**config.mk**
```make
export PLATFORM = sky130hd
export DESIGN_NAME = countdown_timer_ctrl_flat
export DESIGN_NICKNAME = d
export VERILOG_FILES = /design/src/rtl/countdown_timer_if.sv /design/src/rtl/countdown_timer_ctrl.sv /design/src/flat_wrapper.sv
export SDC_FILE = /design/constraint.sdc
export NUM_CORES = 1
export LEC_CHECK = 0
export ABC_AREA = 1
export CORE_ASPECT_RATIO = 1.75
export CORE_MARGIN = 10
export CORE_UTILIZATION = 57
export CTS_CLUSTER_SIZE = 28
export DETAILED_ROUTE_END_ITERATION = 7
export PLACE_DENSITY = 0.82
export SLEW_MARGIN = 20
export SYNTH_ARGS = -nofsm -noshare
export SYNTH_HDL_FRONTEND = slang
export SYNTH_SLANG_ARGS = --single-unit
```
**constraint.sdc**
```tcl
create_clock -name clk_in -period 4.15 [get_ports clk_in]
set_clock_uncertainty 0.1 [all_clocks]
set_input_delay 0.6225 -clock clk_in [delete_from_list [all_inputs] [get_ports clk_in]]
set_output_delay 0.6225 -clock clk_in [all_outputs]
set_load 0.01 [all_outputs]
```
**src/rtl/countdown_timer_if.sv**
```systemverilog
// rtl/countdown_timer_if.sv - command/status bundle between timer controller and display/alarm logic
//
// Signals:
//   cmd_load, load_bcd   load request and {min_tens, min_ones, sec_tens, sec_ones} BCD value
//   cmd_start            start / resume pulse
//   cmd_pause            pause pulse
//   cmd_clear            clear-to-idle pulse
//   time_bcd             current mm:ss count, same digit order as load_bcd
//   state                0 IDLE, 1 RUN, 2 PAUSE, 3 DONE
//   running              high while state is RUN
//   tick_1hz             one-cycle pulse per decrement
//   expired              one-cycle pulse on RUN->DONE
//   alarm                level, high while DONE
// master: the command issuer (drives cmd_*, observes status)
// slave:  the timer controller
interface countdown_timer_if;
    logic        cmd_load;
    logic [15:0] load_bcd;
    logic        cmd_start;
    logic        cmd_pause;
    logic        cmd_clear;
    logic [15:0] time_bcd;
    logic [1:0]  state;
    logic        running;
    logic        tick_1hz;
    logic        expired;
    logic        alarm;

    modport master (
        output cmd_load, load_bcd, cmd_start, cmd_pause, cmd_clear,
        input  time_bcd, state, running, tick_1hz, expired, alarm
    );

    modport slave (
        input  cmd_load, load_bcd, cmd_start, cmd_pause, cmd_clear,
        output time_bcd, state, running, tick_1hz, expired, alarm
    );
endinterface

```
**src/rtl/countdown_timer_ctrl.sv**
```systemverilog
// rtl/countdown_timer_ctrl.sv - mm:ss BCD countdown timer with prescaler and start/pause/clear FSM
//
// Parameters:
//   CLK_HZ    board clock frequency (informational)
//   TICK_DIV  clock cycles per one-second count step (>= 2)
// Ports:
//   clk_in    system clock, rising edge
//   reset     asynchronous active-high reset
//   tmr       countdown_timer_if.slave: commands in, time/state/pulses out
module countdown_timer_ctrl #(
    parameter int CLK_HZ   = 50000000,
    parameter int TICK_DIV = 50000000
) (
    input  logic               clk_in,
    input  logic               reset,
    countdown_timer_if.slave   tmr
);
    localparam int PW = (TICK_DIV > 2) ? $clog2(TICK_DIV) : 1;
    localparam logic [PW-1:0] PRE_LAST = PW'(TICK_DIV - 1);

    if (TICK_DIV < 2 || CLK_HZ < 1) begin : g_bad_param
        $error("countdown_timer_ctrl: TICK_DIV must be >= 2 and CLK_HZ positive");
    end

    typedef enum logic [1:0] {
        S_IDLE  = 2'd0,
        S_RUN   = 2'd1,
        S_PAUSE = 2'd2,
        S_DONE  = 2'd3
    } state_t;

    state_t        state_q;
    logic [15:0]   time_q;
    logic [PW-1:0] pre_q;
    logic          running_q;
    logic          tick_q;
    logic          expired_q;
    logic          alarm_q;

    // Clamp each loaded digit into its legal BCD range.
    function automatic logic [15:0] sanitize(input logic [15:0] b);
        logic [3:0] mt, mo, st, so;
        mt = (b[15:12] > 4'd9) ? 4'd9 : b[15:12];
        mo = (b[11:8]  > 4'd9) ? 4'd9 : b[11:8];
        st = (b[7:4]   > 4'd5) ? 4'd5 : b[7:4];
        so = (b[3:0]   > 4'd9) ? 4'd9 : b[3:0];
        return {mt, mo, st, so};
    endfunction

    // One-second decrement with a borrow chain across the mixed 10/6/10/10 radix.
    function automatic logic [15:0] bcd_dec(input logic [15:0] b);
        logic [15:0] r;
        r = b;
        if (b[3:0] != 4'd0) begin
            r[3:0] = b[3:0] - 4'd1;
        end else begin
            r[3:0] = 4'd9;
            if (b[7:4] != 4'd0) begin
                r[7:4] = b[7:4] - 4'd1;
            end else begin
                r[7:4] = 4'd5;
                if (b[11:8] != 4'd0) begin
                    r[11:8] = b[11:8] - 4'd1;
                end else begin
                    r[11:8]  = 4'd9;
                    r[15:12] = b[15:12] - 4'd1;
                end
            end
        end
        return r;
    endfunction

    logic        time_zero;
    logic        do_clear;
    logic        do_load;
    logic        do_start;
    logic        do_pause;
    logic        do_step;
    logic [15:0] dec_val;
    logic        dec_zero;
    logic [15:0] load_val;

    // Only the highest-priority asserted pulse is considered; if that one is
    // not legal in the current state, nothing is accepted and counting goes on.
    always_comb begin
        time_zero = (time_q == 16'h0000);
        do_clear  = tmr.cmd_clear;
        do_load   = !tmr.cmd_clear && tmr.cmd_load;
        do_start  = !tmr.cmd_clear && !tmr.cmd_load && tmr.cmd_start
                    && (state_q != S_RUN) && !time_zero;
        do_pause  = !tmr.cmd_clear && !tmr.cmd_load && !tmr.cmd_start
                    && tmr.cmd_pause && (state_q == S_RUN);
        do_step   = (state_q == S_RUN) && (pre_q == PRE_LAST) && !time_zero
                    && !(do_clear || do_load || do_start || do_pause);
        dec_val   = bcd_dec(time_q);
        dec_zero  = (dec_val == 16'h0000);
        load_val  = sanitize(tmr.load_bcd);
    end

    always_ff @(posedge clk_in or posedge reset) begin
        if (reset) begin
            state_q   <= S_IDLE;
            time_q    <= 16'h0000;
            pre_q     <= '0;
            running_q <= 1'b0;
            tick_q    <= 1'b0;
            expired_q <= 1'b0;
            alarm_q   <= 1'b0;
        end else begin
            tick_q    <= do_step;
            expired_q <= do_step && dec_zero;
            if (do_clear) begin
                time_q    <= 16'h0000;
                state_q   <= S_IDLE;
                pre_q     <= '0;
                running_q <= 1'b0;
                alarm_q   <= 1'b0;
            end else if (do_load) begin
                time_q    <= load_val;
                state_q   <= S_IDLE;
                pre_q     <= '0;
                running_q <= 1'b0;
                alarm_q   <= 1'b0;
            end else if (do_start) begin
                state_q   <= S_RUN;
                running_q <= 1'b1;
                alarm_q   <= 1'b0;
                // Resume from PAUSE keeps the partial second already counted.
                if (state_q != S_PAUSE) begin
                    pre_q <= '0;
                end
            end else if (do_pause) begin
                state_q   <= S_PAUSE;
                running_q <= 1'b0;
            end else if (state_q == S_RUN) begin
                if (pre_q == PRE_LAST) begin
                    pre_q <= '0;
                    if (do_step) begin
                        time_q <= dec_val;
                        if (dec_zero) begin
                            state_q   <= S_DONE;
                            running_q <= 1'b0;
                            alarm_q   <= 1'b1;
                        end
                    end
                end else begin
                    pre_q <= pre_q + 1'b1;
                end
            end
        end
    end

    assign tmr.time_bcd = time_q;
    assign tmr.state    = state_q;
    assign tmr.running  = running_q;
    assign tmr.tick_1hz = tick_q;
    assign tmr.expired  = expired_q;
    assign tmr.alarm    = alarm_q;
endmodule

```
**src/flat_wrapper.sv**
```systemverilog
// flat-port wrapper written by rule: the top's interface ports become plain ports
module countdown_timer_ctrl_flat 
#(
    parameter int CLK_HZ   = 50000000,
    parameter int TICK_DIV = 50000000
)
  (clk_in, reset, tmr_cmd_load, tmr_load_bcd, tmr_cmd_start, tmr_cmd_pause, tmr_cmd_clear, tmr_time_bcd, tmr_state, tmr_running, tmr_tick_1hz, tmr_expired, tmr_alarm);
  countdown_timer_if tmr_i ();
  input  logic clk_in;
  input  logic reset;
  input wire logic [$bits(tmr_i.cmd_load)-1:0] tmr_cmd_load;
  input wire logic [$bits(tmr_i.load_bcd)-1:0] tmr_load_bcd;
  input wire logic [$bits(tmr_i.cmd_start)-1:0] tmr_cmd_start;
  input wire logic [$bits(tmr_i.cmd_pause)-1:0] tmr_cmd_pause;
  input wire logic [$bits(tmr_i.cmd_clear)-1:0] tmr_cmd_clear;
  output wire logic [$bits(tmr_i.time_bcd)-1:0] tmr_time_bcd;
  output wire logic [$bits(tmr_i.state)-1:0] tmr_state;
  output wire logic [$bits(tmr_i.running)-1:0] tmr_running;
  output wire logic [$bits(tmr_i.tick_1hz)-1:0] tmr_tick_1hz;
  output wire logic [$bits(tmr_i.expired)-1:0] tmr_expired;
  output wire logic [$bits(tmr_i.alarm)-1:0] tmr_alarm;
  assign tmr_i.cmd_load = tmr_cmd_load;
  assign tmr_i.load_bcd = tmr_load_bcd;
  assign tmr_i.cmd_start = tmr_cmd_start;
  assign tmr_i.cmd_pause = tmr_cmd_pause;
  assign tmr_i.cmd_clear = tmr_cmd_clear;
  assign tmr_time_bcd = tmr_i.time_bcd;
  assign tmr_state = tmr_i.state;
  assign tmr_running = tmr_i.running;
  assign tmr_tick_1hz = tmr_i.tick_1hz;
  assign tmr_expired = tmr_i.expired;
  assign tmr_alarm = tmr_i.alarm;
  countdown_timer_ctrl #(.CLK_HZ(CLK_HZ), .TICK_DIV(TICK_DIV)) u_core (.clk_in(clk_in), .reset(reset), .tmr(tmr_i));
endmodule
```
==> metrics.md <==
| Metric | Value |
|---|---|
| Slowest cell on crit path | `a21oi_2` |
| Mux cell area share after synthesis | `0%` |
| CTS Sinks | `48` |
| Drt first pass iters | `5` |
| Final setup fails | `0` |
| Via density | `5.63` |
| GPL Wtd Cong | `0.940` |
| Fin crit share | `72.4%` |
| R2R setup slack | `1.41 ns` |
| Crit start category | `input pin` |
| Skew-Pair Late Insertion Delay | `0.32 ns` |
| Vias in the first global route | `3823` |
| Via Count | `3707` |
| Grt met3 use | `4.05%` |
| Net Count, Synth | `567` |
| Final slew viol count | `0` |
| R2R Path End | `u_core.pre_q[11]` |
| Reg area | `1200 um^2` |
| FF-to-FF path depth | `10` |
| ANT nets after route | `0` |
| IO Port Bufs | `43` |
| Hold Fails Final Rpt | `0` |
| Status | `finished, final reports clean` |
| CP bufs+invs | `3` |
| Top fanout value on the critical path | `35` |
| Chip width | `79.9 um` |
| Leak | `1.82 nW` |
| Tmin final | `3.00 ns` |
| Final HPWL from detailed placement | `8.13 mm` |
| Share of the synthesized area in the top cell type | `33.6%` |
| Hold Crit Depth | `2` |
| GR Util met2 | `38.3%` |
| TNS Setup | `0 ns` |
| Most common cell after layout, fill and taps aside | `nand2_1` |
| # resized after CTS | `0` |
| CTS Hold Bufs | `0` |
| Layout Nets | `605` |
| Crit path cell chain | `clkdlybuf4s50_1 > inv_2 > nand2_8 > nor2_4 > nand2_1 > a21oi_2 > nand3_1 > nand2_4 > inv_4 > o21ai_0 > a21boi_0` |
| CP endpoint kind | `flip-flop` |
| Layout area overhead | `15.7%` |
| Initial Util | `58.4%` |
| Core Footprint | `6130 um^2` |
| Post-synthesis simple-gate area fraction | `43.4%` |
| Max-Slew Margin vs Limit | `41.7%` |
| WL final | `10.4 mm` |
| Number of remaining DRC errors | `0` |
| Class of the worst hold path | `reg -> reg` |
| Largest net degree at the start of global routing | `49` |
| Cell variety after synth | `42` |
| #FFs+latches synth | `48` |
| Critical path required time | `4.29 ns` |
| GR Overflow Total | `0` |
| Share of cells above drive strength 1 | `8.48%` |
| Die height | `125 um` |
| Starting DRT DRC Count | `213` |
| Clock-pin slew on the worst setup and hold paths | `0.10 ns` |
| Post-Synth Adder-Cell Area | `2.10%` |
| Crit-path leading delay family | `simple AND/OR/NAND/NOR gates` |
| IO Count | `44` |
| Critical path's largest stage delay | `0.49 ns` |
| First-pass GRT wire length | `17.4 mm` |
| Crit path kind | `in -> reg` |
| Number of antenna violations at the first check in global routing | `0` |
| Routed len/inst | `15.9 um` |
| Cells after Synth | `539` |
| XOR/XNOR share of the synthesized area | `0.489%` |
| Max cap viols | `0` |
| Async set-reset flop share out of synthesis | `100%` |
| Ant diodes | `0` |
| CTS H-tree lvls | `2` |
| Slew @ Worst Pin | `0.874 ns` |
| Avg Synthesized Cell Area | `6.64 um^2` |
| Most Crowded Layer GR | `met2` |
| Compound-Gate Fraction of Synth Area | `10.3%` |
| Gr usage total | `21.5%` |
| Hold Crit Start | `u_core.tmr.running` |
| Data arrival, critical path | `3.15 ns` |
| CTS tree | `built` |
| Multi-input gate area | `2020 um^2` |
| CTS Buffer Depth | `2` |
| FMAX | `333 MHz` |
| Worst hold margin | `0.422 ns` |
| FP Rows | `38` |
| Ranking of synthesized cells by area | `dfrtp_1 34%, nand2_1 16%, nand3_1 8.0%` |
| Yosys warning total | `0` |
| CTS root buf | `clkbuf_8` |
| Cell taking the most area after synthesis | `dfrtp_1` |
| Worst Hold End | `u_core.tmr.running` |
| Fill count | `543` |
| Cell Pwr Density | `291 nW/um^2` |
| Max IR drop VDD | `0.000274 V` |
| Most frequent cells in the layout | `152 x nand2_1, 73 x nor2_1, 64 x inv_1` |
| Setup Buffers After CTS | `0` |
| Top_reg_cell synth | `dfrtp_1` |
| Num CTS Buffers | `5` |
| Met1 usage | `20.3%` |
| Largest family of logic cells by synthesized area | `simple AND/OR/NAND/NOR gates` |
| Unrepaired setup endpoints after global routing | `no` |
| Post-synthesis sequential area ratio | `33.6%` |
| DIE AREA | `9970 um^2` |
| Number of flops mapped to enable cells by yosys | `0` |
| Syn Std Cell Area | `3580 um^2` |
| Worst r2r src | `u_core.tmr.time_bcd[0]` |
==> synthesized netlist by cell type, types with 2 or more instances <==
master,n
buf_4,3
o22ai_1,2
clkbuf_1,2
nor3_1,15
nand2_2,6
nor2_4,7
buf_6,4
nand3_2,2
dfrtp_1,48
nor2_2,4
a21oi_1,21
buf_2,2
nand3_1,57
inv_2,4
nor3_2,2
xor2_1,2
a21oi_2,5
nand2_4,2
nor4_1,3
nor2_1,73
o21ai_2,2
nand4_1,11
o21ai_0,23
nand2_1,152
inv_1,65
ha_1,6
==> stage by stage <==
step                      std cells  utilization (%)  total power, W  worst slack, ns  area (um^2)
after detailed placement        650             65.6        0.000852            0.836         4020
after global routing            658             67.5         0.00127            0.934         4140
after CTS                       658             67.4         0.00121             1.15         4130
final                           658             67.5         0.00120             1.15         4140
after floorplan                 539                -        0.000736             2.17         3580
after global placement          650             65.6        0.000844            0.949         4020
==> area by class of cell <==
cell class / count / area share [%]
clock buffers: 5 / 1.66
clock inverters: 3 / 1.03
inverters: 71 / 6.65
multi-input cells: 408 / 48.9
well taps: 80 / 2.42
repair buffers: 43 / 10.4
flip-flops and latches: 48 / 29.0
==> cell families after synthesis <==
| family | count (synthesis) |
|---|---|
| XOR/XNOR | 2 |
| AND/OR/NAND/NOR | 338 |
| buffers and inverters | 83 |
| flip-flops | 48 |
| AO/OA/AOI/OAI | 62 |
| adder cells (fa/ha/maj) | 6 |
==> worst reg2reg max path: stages, from the launching register on <==
cell and delay [ns]:
dfrtp_1 0.41, inv_1 0.12, ha_1 0.30, nand2_4 0.14, nor2_4 0.09, a21oi_2 0.53
nand3_1 0.23, nand2_4 0.24, inv_4 0.18, o21ai_0 0.12, a21boi_0 0.20
==> registers in the layout, indices dropped and copies added, names as in the netlist <==
| register | flops |
|---|---|
| u_core.pre_q | 26 |
| u_core.tmr.alarm | 1 |
| u_core.tmr.expired | 1 |
| u_core.tmr.running | 1 |
| u_core.tmr.state | 2 |
| u_core.tmr.tick_1hz | 1 |
| u_core.tmr.time_bcd | 16 |
==> worst max path at each step <==
stage / startpoint / end / slack (ns) / cells past startpoint
finish: tmr_cmd_clear / u_core.pre_q[11] / 1.15 / 11
detailed placement: tmr_cmd_clear / u_core.pre_q[11] / 0.84 / 11
global route: tmr_cmd_clear / u_core.pre_q[11] / 0.93 / 11
floorplan: u_core.tmr.time_bcd[0] / u_core.tmr.time_bcd[12] / 2.17 / 10
global placement: tmr_cmd_clear / u_core.pre_q[14] / 0.95 / 13
CTS: u_core.tmr.time_bcd[0] / u_core.tmr.time_bcd[11] / 1.15 / 9
==> where the power goes <==
part,switching (W),internal (W),total [W]
registers,0.0000374,0.000496,0.000533
clock network,0.000179,0.000179,0.000357
logic,0.000189,0.000124,0.000313
==> layer usage <==
| metal | part of all wire [%] | up-vias |
|---|---|---|
| met4 | 6.9 | 0 |
| met3 | 4.4 | 50 |
| met2 | 54 | 137 |
| met5 | 0 | - |
| met1 | 35 | 1699 |
| li1 | - | 1821 |
No activity file was read; power rests on OpenSTA's default activity.
